===== src/rtl/ysyx_24080014_pkg.sv =====
// Shared encodings for the ysyx_24080014 execute sequencer.
// Latency: n/a (types and constants only).
// Backpressure: n/a.
package ysyx_24080014_pkg;

  // Operand-mux select codes shared by rs1_ctr and rs2_ctr
  typedef logic [2:0] sel_t;
  localparam sel_t SEL_PC     = 3'b000;
  localparam sel_t SEL_PC_ADD = 3'b001;
  localparam sel_t SEL_RS_OUT = 3'b010;
  localparam sel_t SEL_IMM    = 3'b011;
  localparam sel_t SEL_ZERO   = 3'b100;

  // Decoded instruction class delivered by the IDU; values above OP_SYSTEM are illegal
  typedef enum logic [3:0] {
    OP_ALU_R  = 4'd0,
    OP_ALU_I  = 4'd1,
    OP_LUI    = 4'd2,
    OP_AUIPC  = 4'd3,
    OP_JAL    = 4'd4,
    OP_JALR   = 4'd5,
    OP_BRANCH = 4'd6,
    OP_LOAD   = 4'd7,
    OP_STORE  = 4'd8,
    OP_SYSTEM = 4'd9
  } op_class_e;

  typedef enum logic [2:0] {
    ST_FETCH,
    ST_DECODE,
    ST_EX1,
    ST_EX2,
    ST_MEM_REQ,
    ST_MEM_WAIT,
    ST_WB,
    ST_HALT
  } state_e;

  typedef enum logic [1:0] {
    HC_NONE    = 2'b00,
    HC_EBREAK  = 2'b01,
    HC_ILLEGAL = 2'b10,
    HC_TIMEOUT = 2'b11
  } halt_code_e;

  // True for any class the sequencer knows how to execute (SYSTEM included)
  function automatic logic is_known_class(input op_class_e c);
    return c <= OP_SYSTEM;
  endfunction

endpackage


===== src/rtl/ysyx_24080014_exu_seq_if.sv =====
// Bundle of IDU handshake, datapath controls, LSU handshake and status for the sequencer.
// Latency: n/a (wires only).
// Backpressure: inst_ready / lsu_req_ready carry the valid-ready handshakes.
interface ysyx_24080014_exu_seq_if #(
  parameter int CNT_W = 32
);
  import ysyx_24080014_pkg::*;

  logic             inst_valid;
  logic             inst_ready;
  logic [3:0]       op_class;
  logic             br_taken;
  sel_t             rs1_ctr;
  sel_t             rs2_ctr;
  logic             tgt_we;
  logic             lsu_req_valid;
  logic             lsu_we;
  logic             lsu_req_ready;
  logic             lsu_resp_valid;
  logic             rf_we;
  logic             rf_src;
  logic             pc_we;
  logic             pc_src;
  logic [CNT_W-1:0] instret;
  logic             halt;
  logic [1:0]       halt_code;

  // Sequencer side
  modport master (
    input  inst_valid, op_class, br_taken, lsu_req_ready, lsu_resp_valid,
    output inst_ready, rs1_ctr, rs2_ctr, tgt_we, lsu_req_valid, lsu_we,
           rf_we, rf_src, pc_we, pc_src, instret, halt, halt_code
  );

  // IDU / datapath / LSU side
  modport slave (
    output inst_valid, op_class, br_taken, lsu_req_ready, lsu_resp_valid,
    input  inst_ready, rs1_ctr, rs2_ctr, tgt_we, lsu_req_valid, lsu_we,
           rf_we, rf_src, pc_we, pc_src, instret, halt, halt_code
  );

endinterface


===== src/rtl/ysyx_24080014_exu_timer.sv =====
// MEM_WAIT watchdog: counts cycles while enabled, flags the last allowed cycle.
// Latency: expired is combinational from the count; clear takes effect next cycle.
// Backpressure: none; saturates at LIMIT-1 until cleared.
module ysyx_24080014_exu_timer #(
  parameter int LIMIT = 255
) (
  input  logic clk,
  input  logic rst,
  input  logic clr,
  input  logic en,
  output logic expired
);

  localparam int W = (LIMIT > 1) ? $clog2(LIMIT) : 1;

  logic [W-1:0] cnt;

  // expired marks the LIMIT-th enabled cycle, so the owner leaves after exactly LIMIT cycles
  assign expired = (cnt == W'(LIMIT - 1));

  // Count enabled cycles since the last clear, holding at the expiry value
  always_ff @(posedge clk or posedge rst) begin
    if (rst) begin
      cnt <= '0;
    end else if (clr) begin
      cnt <= '0;
    end else if (en && !expired) begin
      cnt <= cnt + 1'b1;
    end
  end

endmodule


===== src/rtl/ysyx_24080014_exu_seq.sv =====
// Multi-cycle execute sequencer: walks one instruction class through EX/MEM/WB and retires it.
// Latency: 3 cycles ALU/untaken branch, 4 jumps/taken branch, 5+waits load/store.
// Backpressure: inst_ready only in FETCH; MEM_REQ holds until lsu_req_ready; halts on LSU timeout.
module ysyx_24080014_exu_seq
  import ysyx_24080014_pkg::*;
#(
  parameter int MEM_TIMEOUT = 255,
  parameter int CNT_W       = 32
) (
  input logic                         clk,
  input logic                         rst,
  ysyx_24080014_exu_seq_if.master     bus
);

  state_e           state, state_nxt;
  op_class_e        class_q;
  logic             br_q;
  halt_code_e       hc_q, hc_nxt;
  logic [CNT_W-1:0] instret_q;
  logic             tmo_expired;

  sel_t rs1_ctr, rs2_ctr;
  logic inst_ready, tgt_we, lsu_req_valid, lsu_we;
  logic rf_we, rf_src, pc_we, pc_src;

  // Watchdog runs only in MEM_WAIT and restarts from zero on every entry
  ysyx_24080014_exu_timer #(
    .LIMIT (MEM_TIMEOUT)
  ) u_timer (
    .clk     (clk),
    .rst     (rst),
    .clr     (state != ST_MEM_WAIT),
    .en      (state == ST_MEM_WAIT),
    .expired (tmo_expired)
  );

  // State register
  always_ff @(posedge clk or posedge rst) begin
    if (rst) state <= ST_FETCH;
    else     state <= state_nxt;
  end

  // Instruction context: class on accept, branch outcome in EX1, halt reason, retire count
  always_ff @(posedge clk or posedge rst) begin
    if (rst) begin
      class_q   <= OP_ALU_R;
      br_q      <= 1'b0;
      hc_q      <= HC_NONE;
      instret_q <= '0;
    end else begin
      if (state == ST_FETCH && bus.inst_valid) class_q <= op_class_e'(bus.op_class);
      if (state == ST_EX1 && class_q == OP_BRANCH) br_q <= bus.br_taken;
      hc_q <= hc_nxt;
      if (state == ST_WB) instret_q <= instret_q + 1'b1;
    end
  end

  // Next state and halt reason
  always_comb begin
    state_nxt = state;
    hc_nxt    = hc_q;
    case (state)
      ST_FETCH:  if (bus.inst_valid) state_nxt = ST_DECODE;
      ST_DECODE: begin
        if (class_q == OP_SYSTEM) begin
          state_nxt = ST_HALT;
          hc_nxt    = HC_EBREAK;
        end else if (!is_known_class(class_q)) begin
          state_nxt = ST_HALT;
          hc_nxt    = HC_ILLEGAL;
        end else begin
          state_nxt = ST_EX1;
        end
      end
      ST_EX1: begin
        case (class_q)
          OP_JAL, OP_JALR:     state_nxt = ST_EX2;
          OP_BRANCH:           state_nxt = bus.br_taken ? ST_EX2 : ST_WB;
          OP_LOAD, OP_STORE:   state_nxt = ST_MEM_REQ;
          default:             state_nxt = ST_WB;
        endcase
      end
      ST_EX2:     state_nxt = ST_WB;
      ST_MEM_REQ: if (bus.lsu_req_ready) state_nxt = ST_MEM_WAIT;
      ST_MEM_WAIT: begin
        // A response on the final watchdog cycle still completes the access
        if (bus.lsu_resp_valid) begin
          state_nxt = ST_WB;
        end else if (tmo_expired) begin
          state_nxt = ST_HALT;
          hc_nxt    = HC_TIMEOUT;
        end
      end
      ST_WB:   state_nxt = ST_FETCH;
      ST_HALT: state_nxt = ST_HALT;
      default: state_nxt = ST_FETCH;
    endcase
  end

  // Moore output decode from state, latched class and latched branch flag
  always_comb begin
    rs1_ctr       = SEL_ZERO;
    rs2_ctr       = SEL_ZERO;
    inst_ready    = 1'b0;
    tgt_we        = 1'b0;
    lsu_req_valid = 1'b0;
    lsu_we        = 1'b0;
    rf_we         = 1'b0;
    rf_src        = 1'b0;
    pc_we         = 1'b0;
    pc_src        = 1'b0;
    case (state)
      ST_FETCH: inst_ready = 1'b1;
      ST_EX1: begin
        case (class_q)
          OP_ALU_R:  begin rs1_ctr = SEL_RS_OUT; rs2_ctr = SEL_RS_OUT; end
          OP_ALU_I:  begin rs1_ctr = SEL_RS_OUT; rs2_ctr = SEL_IMM;    end
          OP_LUI:    begin rs1_ctr = SEL_ZERO;   rs2_ctr = SEL_IMM;    end
          OP_AUIPC:  begin rs1_ctr = SEL_PC;     rs2_ctr = SEL_IMM;    end
          OP_JAL:    begin rs1_ctr = SEL_PC;     rs2_ctr = SEL_IMM;    tgt_we = 1'b1; end
          OP_JALR:   begin rs1_ctr = SEL_RS_OUT; rs2_ctr = SEL_IMM;    tgt_we = 1'b1; end
          OP_BRANCH: begin rs1_ctr = SEL_RS_OUT; rs2_ctr = SEL_RS_OUT; end
          OP_LOAD, OP_STORE: begin rs1_ctr = SEL_RS_OUT; rs2_ctr = SEL_IMM; end
          default: ;
        endcase
      end
      ST_EX2: begin
        // Taken branch computes its target here; jumps compute the link value PC+4
        if (class_q == OP_BRANCH) begin
          rs1_ctr = SEL_PC;
          rs2_ctr = SEL_IMM;
          tgt_we  = 1'b1;
        end else begin
          rs1_ctr = SEL_PC_ADD;
          rs2_ctr = SEL_ZERO;
        end
      end
      ST_MEM_REQ: begin
        rs1_ctr       = SEL_RS_OUT;
        rs2_ctr       = SEL_IMM;
        lsu_req_valid = 1'b1;
        lsu_we        = (class_q == OP_STORE);
      end
      ST_MEM_WAIT: begin
        rs1_ctr = SEL_RS_OUT;
        rs2_ctr = SEL_IMM;
      end
      ST_WB: begin
        pc_we  = 1'b1;
        pc_src = (class_q == OP_JAL) || (class_q == OP_JALR) ||
                 ((class_q == OP_BRANCH) && br_q);
        rf_we  = !((class_q == OP_BRANCH) || (class_q == OP_STORE));
        rf_src = (class_q == OP_LOAD);
      end
      default: ;
    endcase
  end

  assign bus.inst_ready    = inst_ready;
  assign bus.rs1_ctr       = rs1_ctr;
  assign bus.rs2_ctr       = rs2_ctr;
  assign bus.tgt_we        = tgt_we;
  assign bus.lsu_req_valid = lsu_req_valid;
  assign bus.lsu_we        = lsu_we;
  assign bus.rf_we         = rf_we;
  assign bus.rf_src        = rf_src;
  assign bus.pc_we         = pc_we;
  assign bus.pc_src        = pc_src;
  assign bus.instret       = instret_q;
  assign bus.halt          = (state == ST_HALT);
  assign bus.halt_code     = hc_q;

endmodule


===== src/flat_wrapper.sv =====
// flat-port wrapper written by rule: the top's interface ports become plain ports
module ysyx_24080014_exu_seq_flat import ysyx_24080014_pkg::*;
#(
  parameter int MEM_TIMEOUT = 255,
  parameter int CNT_W       = 32
)
  (clk, rst, bus_inst_valid, bus_op_class, bus_br_taken, bus_lsu_req_ready, bus_lsu_resp_valid, bus_inst_ready, bus_rs1_ctr, bus_rs2_ctr, bus_tgt_we, bus_lsu_req_valid, bus_lsu_we, bus_rf_we, bus_rf_src, bus_pc_we, bus_pc_src, bus_instret, bus_halt, bus_halt_code);
  ysyx_24080014_exu_seq_if #(.CNT_W(CNT_W)) bus_i ();
  input logic clk;
  input logic rst;
  input wire logic [$bits(bus_i.inst_valid)-1:0] bus_inst_valid;
  input wire logic [$bits(bus_i.op_class)-1:0] bus_op_class;
  input wire logic [$bits(bus_i.br_taken)-1:0] bus_br_taken;
  input wire logic [$bits(bus_i.lsu_req_ready)-1:0] bus_lsu_req_ready;
  input wire logic [$bits(bus_i.lsu_resp_valid)-1:0] bus_lsu_resp_valid;
  output wire logic [$bits(bus_i.inst_ready)-1:0] bus_inst_ready;
  output wire logic [$bits(bus_i.rs1_ctr)-1:0] bus_rs1_ctr;
  output wire logic [$bits(bus_i.rs2_ctr)-1:0] bus_rs2_ctr;
  output wire logic [$bits(bus_i.tgt_we)-1:0] bus_tgt_we;
  output wire logic [$bits(bus_i.lsu_req_valid)-1:0] bus_lsu_req_valid;
  output wire logic [$bits(bus_i.lsu_we)-1:0] bus_lsu_we;
  output wire logic [$bits(bus_i.rf_we)-1:0] bus_rf_we;
  output wire logic [$bits(bus_i.rf_src)-1:0] bus_rf_src;
  output wire logic [$bits(bus_i.pc_we)-1:0] bus_pc_we;
  output wire logic [$bits(bus_i.pc_src)-1:0] bus_pc_src;
  output wire logic [$bits(bus_i.instret)-1:0] bus_instret;
  output wire logic [$bits(bus_i.halt)-1:0] bus_halt;
  output wire logic [$bits(bus_i.halt_code)-1:0] bus_halt_code;
  assign bus_i.inst_valid = bus_inst_valid;
  assign bus_i.op_class = bus_op_class;
  assign bus_i.br_taken = bus_br_taken;
  assign bus_i.lsu_req_ready = bus_lsu_req_ready;
  assign bus_i.lsu_resp_valid = bus_lsu_resp_valid;
  assign bus_inst_ready = bus_i.inst_ready;
  assign bus_rs1_ctr = bus_i.rs1_ctr;
  assign bus_rs2_ctr = bus_i.rs2_ctr;
  assign bus_tgt_we = bus_i.tgt_we;
  assign bus_lsu_req_valid = bus_i.lsu_req_valid;
  assign bus_lsu_we = bus_i.lsu_we;
  assign bus_rf_we = bus_i.rf_we;
  assign bus_rf_src = bus_i.rf_src;
  assign bus_pc_we = bus_i.pc_we;
  assign bus_pc_src = bus_i.pc_src;
  assign bus_instret = bus_i.instret;
  assign bus_halt = bus_i.halt;
  assign bus_halt_code = bus_i.halt_code;
  ysyx_24080014_exu_seq #(.MEM_TIMEOUT(MEM_TIMEOUT), .CNT_W(CNT_W)) u_core (.clk(clk), .rst(rst), .bus(bus_i));
endmodule

===== config.mk =====
export PLATFORM = sky130hd
export DESIGN_NAME = ysyx_24080014_exu_seq_flat
export DESIGN_NICKNAME = d
export VERILOG_FILES = /design/src/rtl/ysyx_24080014_pkg.sv /design/src/rtl/ysyx_24080014_exu_seq_if.sv /design/src/rtl/ysyx_24080014_exu_timer.sv /design/src/rtl/ysyx_24080014_exu_seq.sv /design/src/flat_wrapper.sv
export SDC_FILE = /design/constraint.sdc
export NUM_CORES = 1
export LEC_CHECK = 0
export ABC_AREA = 1
export CORE_UTILIZATION = 45
export CTS_CLUSTER_DIAMETER = 150
export DETAILED_ROUTE_END_ITERATION = 8
export PLACE_DENSITY = 0.71
export SETUP_SLACK_MARGIN = 0.15
export SYNTH_ARGS = -nofsm -noshare
export SYNTH_HDL_FRONTEND = slang
export SYNTH_SLANG_ARGS = --single-unit
export TNS_END_PERCENT = 30

===== constraint.sdc =====
create_clock -name clk -period 1.84 [get_ports clk]
set_clock_uncertainty 0.1 [all_clocks]
set_input_delay 0.368 -clock clk [delete_from_list [all_inputs] [get_ports clk]]
set_output_delay 0.368 -clock clk [all_outputs]
set_load 0.05 [all_outputs]

==> flow_summary.toml <==
[synth]
yosysWarnings = 0
ys_ff_latch = 50
synth_nets = 466
yosysSeqAreaShare_pct = 40.4
synth_top_area_share_pct = 40.4
synth_area_leaders = "dfrtp_1, nand2_1, nor2_1"
synth_cell_type_count = 31
avgSynthCellArea_um2 = 6.83
syn-cell-area_um2 = 3100
syn_inst = 453
yosysTopAreaCell = "dfrtp_1"

[timing]
rsz0062_at_grt = "yes"
slew_violations = 0
fin_setup_tns_ns = -1.96
layout_setup_ws_ns = -0.279
min_period_ns = 2.12
fmax_mhz = 472
setup_viol = 12
tightest_slew_ns = 0.302
hold_viol = 0
maxSlewHeadroom_pct = 79.8
fin_crit_sh_pct = 115

[global_routing]
grt_max_degree = 51
antenna_found_initial = 0
grt_usage_pct = 23.5
grt_pass1_wl_mm = 13.5
grt.overflow.total = 0
grt_pass1_vias = 2925

[route]
routedWlPerCell_um = 13.4
vias_per_cell = 5.14
vias = 3244
ant_nets = 0
drt_iter0_drc = 177
first_pass_iters = 6
drt-total-wl_mm = 8.43
drcViolationCount = 0

[power_and_ir_drop]
p_int_mw = 3.13
p_switching_mw = 2.58
ir_worst_vdd_mv = 1.21
leakage_nw = 2.08
power.density_nw_per_um2 = 1230
power_frac_comb_pct = 62.5
power_frac_clock_pct = 12.0
switching_share_pct = 45.1
pwr-share-seq_pct = 25.5

[clock_network]
clock_sinks = 50
path_clk_slew_ns = 0.10
cts_tree = "yes"
cts_buffer_depth = 2
cts_buffers = 5
h-tree-depth = 2
clockRootBuffer = "clkbuf_8"
clock_latency_ns = 0.30

[placement]
dp_hpwl_mm = 6.11
numPortBuffers = 58
gp_congestion = 0.888

[final_layout]
n_antenna_cell = 0
drive_above_1_share_pct = 29.6
final.fill_count = 520
post-route-util_pct = 71.6
seq_area_um2 = 1260
multi_input_area_um2 = 1890
layout_common_cells = "nand2_1, buf_4, nor2_1"
area_growth_pct = 50.3
final_nets = 566
final_common_cell = "nand2_1"

[setup_path]
worstSetupEndpointType = "output pin"
start_kind = "flip-flop"
critPathMaxFanout = 5
crit_type = "reg2out"
required_ns = 1.37
critical_path_arrival_ns = 1.65
regToRegSetupSlack_ns = 0.08

[floorplanning]
die_y_um = 84.9
core_um2 = 6490
row_count = 29
start_util_pct = 47.7
die_area_um2 = 7210
fp.dieW_um = 84.9
ioPinCount = 59

[hold_path]
hold_path_class = "in2async"

[job]
cap_violations = 0

[status]
violations = "setup timing"
status = "finished with violations"
-- cell type report --
class | instances | area share, %
clock buffer | 6 | 1.77
timing repair buffer | 98 | 24.4
multi-input combinational | 351 | 40.6
tap | 77 | 2.07
clock inverter | 2 | 0.269
sequential | 50 | 27.0
inverter | 47 | 3.93
-- metrics by stage --
step                      instance area [µm²]  setup WS (ns)  hold slack, ns  std cells  power (mW)
after floorplan                          3150         -0.336           0.372        453        3.16
after global placement                   4110         0.0279           0.379        601        4.39
after detailed placement                 4110        -0.0191           0.388        601        4.44
after CTS                                4380         -0.305           0.319        618        5.43
after global routing                     4650         -0.342           0.369        631        5.99
final                                    4650         -0.279           0.318        631        5.71
-- worst max-delay path, stage by stage, from the launching register on --
cell,delay (ns)
dfrtp_1,0.44
inv_2,0.09
nor3_4,0.22
inv_2,0.10
buf_4,0.15
o21ai_4,0.18
buf_12,0.16
-- synthesized netlist by cell type (all sizes together) --
library cell  number
nand3             31
xnor2              7
nor3               5
nand4              1
a41oi              1
clkbuf             2
dfrtp             50
mux2               1
xor2               9
o22ai              2
a31oi              2
and3               1
nand2            167
a21oi             13
o211ai             2
nand3b             6
buf                3
ha                 3
nor2              83
o21ai             16
o31ai              1
inv               47
-- what timing repair did --
action	4_1_cts	5_1_grt
gates resized for setup	31	46
endpoints found under the setup margin	16	43
cloned	0	1
pin swaps	14	19
buffers inserted	9	12
endpoints found under the hold margin	0	0
hold buffers	0	0
-- worst paths after layout --
check,startpoint,depth (start not counted),end
setup / recovery,u_core.state[1]$_DFFE_PP0P_,6,bus_rs1_ctr[1]
hold / removal,rst,3,u_core.class_q[0]$_DFFE_PP0P_
setup reg to reg,u_core.state[1]$_DFFE_PP0P_,9,u_core.bus.instret[17]$_DFFE_PP0P_
hold reg to reg,u_core.bus.halt_code[0]$_DFFE_PP0P_,2,u_core.bus.halt_code[0]$_DFFE_PP0P_
max in group asynchronous,rst,3,u_core.bus.instret[16]$_DFFE_PP0P_
min in group clk,u_core.bus.halt_code[0]$_DFFE_PP0P_,2,u_core.bus.halt_code[0]$_DFFE_PP0P_
-- power groups by stage --
stage               clock (mW)  combinational [mW]  sequential (mW)
floorplan                    0                1.51             1.65
global placement             0                2.93             1.46
detailed placement           0                2.97             1.47
CTS                      0.703                3.28             1.45
global route             0.739                3.77             1.48
finish                   0.683                3.57             1.46
-- kinds of logic after synthesis --
kind of cell / count (synthesis) / share of synthesized area, %
XOR/XNOR: 16 / 4.53
adder cells (fa/ha/maj): 3 / 1.21
buffers and inverters: 52 / 6.95
AND/OR/NAND/NOR: 294 / 40.0
AO/OA/AOI/OAI: 37 / 6.51
multiplexers: 1 / 0.364
flip-flops: 50 / 40.4
-- layer usage --
metal  part of all wire, %  up-vias  wire length, µm  track usage, %
met5                     0        -                0               0
met4                   1.6        0              133            7.40
met3                   5.0       12              421            3.89
met2                    49       86             4120            38.0
met1                    45     1522             3760            32.3
li1                      -     1624                -               -
-- sequential cells by signal, summed over array words and instances, names as in the netlist --
name and cells:
u_core.state 3, u_core.bus.halt_code 2, u_core.br_q 1, u_core.bus.instret 32
u_core.class_q 4, u_core.u_timer.cnt 8
(Power assumes the default switching activity.)
